==> src/rtl/zipdbg_arbiter_if.sv <==
// Debug wishbone master bus between the arbiter and the ZipCPU debug slave.
// Handshake: an access is accepted on a clock edge where o_dbg_stb=1 and i_dbg_stall=0; its result
// arrives on a later edge (or the accepting edge itself) with i_dbg_ack=1, one access outstanding at a time.
interface zipdbg_arbiter_if;
  logic        o_dbg_cyc;
  logic        o_dbg_stb;
  logic        o_dbg_we;
  logic        o_dbg_addr;
  logic [31:0] o_dbg_data;
  logic        i_dbg_ack;
  logic        i_dbg_stall;
  logic [31:0] i_dbg_data;

  modport master (
    output o_dbg_cyc, o_dbg_stb, o_dbg_we, o_dbg_addr, o_dbg_data,
    input  i_dbg_ack, i_dbg_stall, i_dbg_data
  );

  modport slave (
    input  o_dbg_cyc, o_dbg_stb, o_dbg_we, o_dbg_addr, o_dbg_data,
    output i_dbg_ack, i_dbg_stall, i_dbg_data
  );
endinterface

==> src/rtl/zipdbg_arbiter.sv <==
// Two-requester round-robin sequencer for ZipCPU debug register access:
// halt + select register, poll until stalled, move data, optionally release halt.
module zipdbg_arbiter #(
  parameter int POLL_MAX  = 15,
  parameter int LGTIMEOUT = 8
) (
  input  logic             i_clk,
  input  logic             i_rst_n,
  input  logic             i_a_req,
  input  logic             i_a_we,
  input  logic [4:0]       i_a_reg,
  input  logic [31:0]      i_a_data,
  input  logic             i_a_resume,
  output logic             o_a_done,
  input  logic             i_b_req,
  input  logic             i_b_we,
  input  logic [4:0]       i_b_reg,
  input  logic [31:0]      i_b_data,
  input  logic             i_b_resume,
  output logic             o_b_done,
  output logic [31:0]      o_rdata,
  output logic             o_err,
  output logic [2:0]       o_state,
  zipdbg_arbiter_if.master dbg
);

  typedef enum logic [2:0] {
    S_IDLE   = 3'd0,
    S_HALT   = 3'd1,
    S_POLL   = 3'd2,
    S_XFER   = 3'd3,
    S_RESUME = 3'd4,
    S_ERR    = 3'd5,
    S_DONE   = 3'd6
  } state_t;

  state_t                r_state;
  logic                  r_last_b;
  logic                  r_sel_b;
  logic                  r_we;
  logic                  r_resume;
  logic [4:0]            r_reg;
  logic [31:0]           r_wdata;
  logic [3:0]            r_poll;
  logic [LGTIMEOUT-1:0]  r_tmo;

  logic                  w_grant_a;
  logic                  w_grant_b;
  logic [4:0]            w_reg;
  logic                  w_bus;
  logic                  w_ack;
  logic                  w_tmo;

  // r_last_b resets high so A wins the first tie.
  assign w_grant_a = i_a_req && (!i_b_req || r_last_b);
  assign w_grant_b = i_b_req && !w_grant_a;
  assign w_reg     = w_grant_b ? i_b_reg : i_a_reg;
  assign w_bus     = (r_state == S_HALT) || (r_state == S_POLL) ||
                     (r_state == S_XFER) || (r_state == S_RESUME);
  assign w_ack     = dbg.i_dbg_ack && !(dbg.o_dbg_stb && dbg.i_dbg_stall);
  assign w_tmo     = &r_tmo;
  assign o_state   = r_state;

  always_ff @(posedge i_clk or negedge i_rst_n) begin
    if (!i_rst_n) begin
      r_state         <= S_IDLE;
      r_last_b        <= 1'b1;
      r_sel_b         <= 1'b0;
      r_we            <= 1'b0;
      r_resume        <= 1'b0;
      r_reg           <= '0;
      r_wdata         <= '0;
      r_poll          <= '0;
      r_tmo           <= '0;
      o_a_done        <= 1'b0;
      o_b_done        <= 1'b0;
      o_rdata         <= '0;
      o_err           <= 1'b0;
      dbg.o_dbg_cyc   <= 1'b0;
      dbg.o_dbg_stb   <= 1'b0;
      dbg.o_dbg_we    <= 1'b0;
      dbg.o_dbg_addr  <= 1'b0;
      dbg.o_dbg_data  <= '0;
    end else begin
      o_a_done <= 1'b0;
      o_b_done <= 1'b0;
      if (dbg.o_dbg_stb && !dbg.i_dbg_stall) dbg.o_dbg_stb <= 1'b0;
      if (w_bus) r_tmo <= r_tmo + 1'b1;

      case (r_state)
        S_IDLE: begin
          if (w_grant_a || w_grant_b) begin
            r_sel_b        <= w_grant_b;
            r_last_b       <= w_grant_b;
            r_we           <= w_grant_b ? i_b_we     : i_a_we;
            r_wdata        <= w_grant_b ? i_b_data   : i_a_data;
            r_resume       <= w_grant_b ? i_b_resume : i_a_resume;
            r_reg          <= w_reg;
            o_rdata        <= '0;
            dbg.o_dbg_cyc  <= 1'b1;
            dbg.o_dbg_stb  <= 1'b1;
            dbg.o_dbg_we   <= 1'b1;
            dbg.o_dbg_addr <= 1'b0;
            dbg.o_dbg_data <= 32'h400 | {27'h0, w_reg};
            r_tmo          <= '0;
            r_state        <= S_HALT;
          end
        end
        S_HALT: begin
          if (w_ack) begin
            r_poll         <= '0;
            dbg.o_dbg_stb  <= 1'b1;
            dbg.o_dbg_we   <= 1'b0;
            dbg.o_dbg_addr <= 1'b0;
            dbg.o_dbg_data <= '0;
            r_tmo          <= '0;
            r_state        <= S_POLL;
          end
        end
        S_POLL: begin
          if (w_ack) begin
            // Control bit 9 set means the CPU is halted and the data port is usable.
            if (dbg.i_dbg_data[9]) begin
              dbg.o_dbg_stb  <= 1'b1;
              dbg.o_dbg_we   <= r_we;
              dbg.o_dbg_addr <= 1'b1;
              dbg.o_dbg_data <= r_wdata;
              r_tmo          <= '0;
              r_state        <= S_XFER;
            end else if (r_poll == 4'(POLL_MAX)) begin
              dbg.o_dbg_cyc  <= 1'b0;
              dbg.o_dbg_stb  <= 1'b0;
              r_state        <= S_ERR;
            end else begin
              r_poll         <= r_poll + 1'b1;
              dbg.o_dbg_stb  <= 1'b1;
              r_tmo          <= '0;
            end
          end
        end
        S_XFER: begin
          if (w_ack) begin
            if (!r_we) o_rdata <= dbg.i_dbg_data;
            if (r_resume) begin
              dbg.o_dbg_stb  <= 1'b1;
              dbg.o_dbg_we   <= 1'b1;
              dbg.o_dbg_addr <= 1'b0;
              dbg.o_dbg_data <= {27'h0, r_reg};
              r_tmo          <= '0;
              r_state        <= S_RESUME;
            end else begin
              dbg.o_dbg_cyc  <= 1'b0;
              o_a_done       <= !r_sel_b;
              o_b_done       <= r_sel_b;
              r_state        <= S_DONE;
            end
          end
        end
        S_RESUME: begin
          if (w_ack) begin
            dbg.o_dbg_cyc <= 1'b0;
            o_a_done      <= !r_sel_b;
            o_b_done      <= r_sel_b;
            r_state       <= S_DONE;
          end
        end
        S_ERR: begin
          o_err    <= 1'b1;
          o_rdata  <= '0;
          o_a_done <= !r_sel_b;
          o_b_done <= r_sel_b;
          r_state  <= S_DONE;
        end
        S_DONE: begin
          o_err   <= 1'b0;
          r_state <= S_IDLE;
        end
        default: r_state <= S_IDLE;
      endcase

      // A silent slave abandons the access regardless of which bus state is waiting.
      if (w_bus && !w_ack && w_tmo) begin
        dbg.o_dbg_cyc <= 1'b0;
        dbg.o_dbg_stb <= 1'b0;
        r_state       <= S_ERR;
      end
    end
  end

endmodule

==> src/flat_wrapper.sv <==
// flat-port wrapper written by rule: the top's interface ports become plain ports
module zipdbg_arbiter_flat 
#(
  parameter int POLL_MAX  = 15,
  parameter int LGTIMEOUT = 8
)
  (i_clk, i_rst_n, i_a_req, i_a_we, i_a_reg, i_a_data, i_a_resume, o_a_done, i_b_req, i_b_we, i_b_reg, i_b_data, i_b_resume, o_b_done, o_rdata, o_err, o_state, dbg_o_dbg_cyc, dbg_o_dbg_stb, dbg_o_dbg_we, dbg_o_dbg_addr, dbg_o_dbg_data, dbg_i_dbg_ack, dbg_i_dbg_stall, dbg_i_dbg_data);
  zipdbg_arbiter_if dbg_i ();
  input  logic i_clk;
  input  logic i_rst_n;
  input  logic i_a_req;
  input  logic i_a_we;
  input  logic [4:0] i_a_reg;
  input  logic [31:0] i_a_data;
  input  logic i_a_resume;
  output logic o_a_done;
  input  logic i_b_req;
  input  logic i_b_we;
  input  logic [4:0] i_b_reg;
  input  logic [31:0] i_b_data;
  input  logic i_b_resume;
  output logic o_b_done;
  output logic [31:0] o_rdata;
  output logic o_err;
  output logic [2:0] o_state;
  output wire logic [$bits(dbg_i.o_dbg_cyc)-1:0] dbg_o_dbg_cyc;
  output wire logic [$bits(dbg_i.o_dbg_stb)-1:0] dbg_o_dbg_stb;
  output wire logic [$bits(dbg_i.o_dbg_we)-1:0] dbg_o_dbg_we;
  output wire logic [$bits(dbg_i.o_dbg_addr)-1:0] dbg_o_dbg_addr;
  output wire logic [$bits(dbg_i.o_dbg_data)-1:0] dbg_o_dbg_data;
  input wire logic [$bits(dbg_i.i_dbg_ack)-1:0] dbg_i_dbg_ack;
  input wire logic [$bits(dbg_i.i_dbg_stall)-1:0] dbg_i_dbg_stall;
  input wire logic [$bits(dbg_i.i_dbg_data)-1:0] dbg_i_dbg_data;
  assign dbg_o_dbg_cyc = dbg_i.o_dbg_cyc;
  assign dbg_o_dbg_stb = dbg_i.o_dbg_stb;
  assign dbg_o_dbg_we = dbg_i.o_dbg_we;
  assign dbg_o_dbg_addr = dbg_i.o_dbg_addr;
  assign dbg_o_dbg_data = dbg_i.o_dbg_data;
  assign dbg_i.i_dbg_ack = dbg_i_dbg_ack;
  assign dbg_i.i_dbg_stall = dbg_i_dbg_stall;
  assign dbg_i.i_dbg_data = dbg_i_dbg_data;
  zipdbg_arbiter #(.POLL_MAX(POLL_MAX), .LGTIMEOUT(LGTIMEOUT)) u_core (.i_clk(i_clk), .i_rst_n(i_rst_n), .i_a_req(i_a_req), .i_a_we(i_a_we), .i_a_reg(i_a_reg), .i_a_data(i_a_data), .i_a_resume(i_a_resume), .o_a_done(o_a_done), .i_b_req(i_b_req), .i_b_we(i_b_we), .i_b_reg(i_b_reg), .i_b_data(i_b_data), .i_b_resume(i_b_resume), .o_b_done(o_b_done), .o_rdata(o_rdata), .o_err(o_err), .o_state(o_state), .dbg(dbg_i));
endmodule
==> config.mk <==
export PLATFORM = sky130hd
export DESIGN_NAME = zipdbg_arbiter_flat
export DESIGN_NICKNAME = d
export VERILOG_FILES = /design/src/rtl/zipdbg_arbiter_if.sv /design/src/rtl/zipdbg_arbiter.sv /design/src/flat_wrapper.sv
export SDC_FILE = /design/constraint.sdc
export NUM_CORES = 1
export LEC_CHECK = 0
export CORE_MARGIN = 5
export CORE_UTILIZATION = 45
export DETAILED_ROUTE_END_ITERATION = 7
export PLACE_DENSITY = 0.85
export SETUP_SLACK_MARGIN = 0.15
export SYNTH_ARGS = -nofsm -noshare
export SYNTH_HDL_FRONTEND = slang
export SYNTH_SLANG_ARGS = --single-unit
==> constraint.sdc <==
create_clock -name i_clk -period 4.8 [get_ports i_clk]
set_input_delay 0.72 -clock i_clk [delete_from_list [all_inputs] [get_ports i_clk]]
set_output_delay 0.72 -clock i_clk [all_outputs]
set_load 0.02 [all_outputs]
==> flow_metrics.py <==
metrics = {
    "final_layout": {
        "syn_to_final_growth_pct": 42.30,
        "final_cells": 950,
        "drive_gt1_share_pct": 11.37,
        "fin_area_sq_um": 8735,
        "ff_latch_area_sq_um": 3179,
        "n_fill_cell": 1033,
        "nNetsFinal": 880,
        "post-route-util_pct": 65.70,
        "reg_top3": "u_core.dbg.o_dbg_data x32, u_core.o_rdata x32, u_core.r_wdata x32",
        "antenna-diode-count": 0,
        "multi_input_area_sq_um": 2661,
    },
    "drt": {
        "via_per_inst": 5.498,
        "wl_per_cell_um": 17.45,
        "wl_mm": 16.58,
        "ant_nets": 0,
        "drt_iter0_markers": 338,
        "drt-pass1-iter-count": 5,
        "drc": 0,
        "num_vias": 5223,
    },
    "clock_tree": {
        "clkSinkCount": 127,
        "htree_levels": 4,
        "clk_latency_ps": 410,
        "clk_transition_reported_paths_ps": 50,
        "cts_resized": 0,
        "hold_buffers": 0,
        "cts.path.max_buffers": 2,
        "numCtsBuffers": 17,
        "cts_setup_buffers": 0,
        "tritoncts": "yes",
        "clockRootBuffer": "clkbuf_16",
    },
    "power_and_ir_drop": {
        "power_density_nw_per_um2": 695.4,
        "seq_power_share_pct": 31.4,
        "ir_drop_mv": 0.3230,
        "p_sw_mw": 2.374,
        "power_mw": 6.074,
        "pwr-share-clk_pct": 21.0,
        "p_comb_share_pct": 47.6,
        "leakage_nw": 3.790,
        "intPower_mw": 3.700,
        "p_sw_share_pct": 39.08,
    },
    "global_routing": {
        "grt_pass1_wl_mm": 26.90,
        "gr-total-overflow": 0,
        "grt_pass1_vias": 5487,
        "antenna_found_initial": 0,
        "grt_usage_pct": 20.71,
        "grt_max_degree": 65,
    },
    "setup_path": {
        "reg2reg_from": "u_core.o_state[1]$_DFFE_PN0P_",
        "setup.worst_path.end_class": "flop",
        "crit_type": "flop to flop",
        "r2r_cells": 5,
        "startpoint": "u_core.o_state[1]$_DFFE_PN0P_",
        "cp_max_fo": 32,
        "required_ps": 5110,
        "startpoint_type": "flop",
        "cp_data_arrival_time_ps": 3550,
    },
    "sta": {
        "hold_slack_ps": 103.0,
        "timing.final.crit_share_pct": 67.35,
        "skew_ps": 6.828,
        "tightest_slew_ps": 1188,
        "tns_ps": 0,
        "rsz0062_at_grt": "false",
        "setup_viol": 0,
        "slew_headroom_pct": 20.80,
        "fmax_ghz": 0.3093,
        "hold_viol_final": 0,
        "drv_slew": 0,
        "finalWorstSetupSlack_ps": 1567,
        "period_minus_slack_ps": 3233,
    },
    "yosys": {
        "synth_nets": 703,
        "synth.avg_cell_area_sq_um": 10.49,
        "synth-async-reset-ratio_pct": 100.0,
        "synth_top_cell_by_area": "dfrtp_1",
        "synth_edf_count": 0,
        "yosys-top-cells-area": "dfrtp_1 51%, mux2i_1 11%, a21bo_2 5.2%",
        "ys_warn_count": 0,
        "synth_top_area_share_pct": 51.37,
        "netlist_area_sq_um": 6138,
        "ys_ff_latch": 127,
        "synth_flop_cell": "dfrtp_1",
        "synth-seq-area-share_pct": 51.79,
        "synthCells": 585,
        "ys_types": 51,
    },
    "die": {
        "start_util_pct": 46.17,
        "die-area_sq_um": 16080,
        "num_rows": 42,
        "ioPinCount": 190,
        "fp.dieW_um": 126.8,
        "core-area_sq_um": 13300,
        "fp.dieH_um": 126.8,
    },
    "place": {
        "placedCellCount": 919,
        "place_ws_ps": 1639,
        "hpwl_mm": 11.89,
        "dpl-instance-area_sq_um": 8153,
        "place_congestion": 0.9519,
        "port_buffers": 189,
    },
    "outcome": {
        "status": "finished clean",
    },
    "worst_hold_path": {
        "hold_class": "input port to asynchronous set/reset pin",
    },
    "job": {
        "cap_violations": 0,
    },
}
## worst max-delay path, stage by stage (launching register included)
cell,delay [ps]
dfrtp_1,1050
or2_2,290
nand2_1,250
o21bai_4,880
buf_4,360
mux2i_1,280
## synthesized netlist by cell type, types with 2 or more instances
cell type / number
nor3_1: 5
nand2b_1: 4
nor4_1: 3
or3_1: 6
nand4_1: 34
nand3b_1: 2
clkbuf_1: 15
mux2_2: 6
dfrtp_1: 126
a21bo_2: 32
ha_1: 2
o211ai_1: 4
buf_4: 2
mux2_4: 3
a21oi_1: 49
nor2_1: 53
a31oi_1: 3
mux2i_1: 67
o2bb2ai_1: 5
nor2b_1: 5
xnor2_1: 4
o32ai_1: 3
a22oi_1: 6
o31ai_1: 2
or4_1: 2
inv_1: 32
nand2_1: 43
nand3_1: 9
xor2_1: 2
o21ai_0: 12
buf_2: 24
## area by class of cell
type                    instances  share of cell area, %
flip-flops and latches        127                  36.40
multi-input cells             384                  30.47
repair buffers                200                  22.58
clock buffers                  24                  5.400
well taps                     176                  2.521
inverters                      32                  1.375
clock inverters                 7                  1.261
## cell usage in the layout, fill, tap and decap left out, types with 12 or more instances in the layout
master and count:
o21ai_0 12, nand4_1 34, inv_1 32, a21oi_1 49, nor2_1 53, nand2_1 43
a21bo_2 32, clkdlybuf4s50_1 188, buf_4 12, dfrtp_1 126, mux2i_1 67, clkbuf_16 17
## final timing paths
check | endpoint | slack (ps)
max | u_core.dbg.o_dbg_data[13]$_DFFE_PN0P_ | 1570
min reg2reg | u_core.o_a_done$_DFF_PN0_ | 440
max in group asynchronous | u_core.o_rdata[12]$_DFFE_PN0P_ | 3750
min | u_core.dbg.o_dbg_data[31]$_DFFE_PN0P_ | 100
min in group i_clk | u_core.o_a_done$_DFF_PN0_ | 440
max reg2reg | u_core.dbg.o_dbg_data[13]$_DFFE_PN0P_ | 1570
## per-layer routing
metal  global-route usage [%]  routed length, um  part of all wire (%)
met3                    6.852               1369                   8.3
met4                    9.527                511                   3.1
met5                        0                  0                     0
met1                    24.20               6476                    39
met2                    34.59               8224                    50
## logic make-up after synthesis
group                    count (synthesis)  share of synthesized area, %
multiplexers                            76                         12.76
AND/OR/NAND/NOR                        174                         14.15
adder cells (fa/ha/maj)                  2                        0.4076
buffers and inverters                   74                         5.259
flip-flops                             127                         51.79
XOR/XNOR                                 6                        0.8561
AO/OA/AOI/OAI                          126                         14.78
## power groups by stage
stage          sequential (mW)  clock [mW]  combinational [mW]
2_1_floorplan             2.08           0                1.68
5_1_grt                   1.96        1.35                3.12
3_5_place_dp              1.91           0                2.88
6_report                  1.91        1.28                2.89
3_3_place_gp              1.89           0                2.78
4_1_cts                   1.90        1.29                2.90
(Power assumes the default switching activity.)
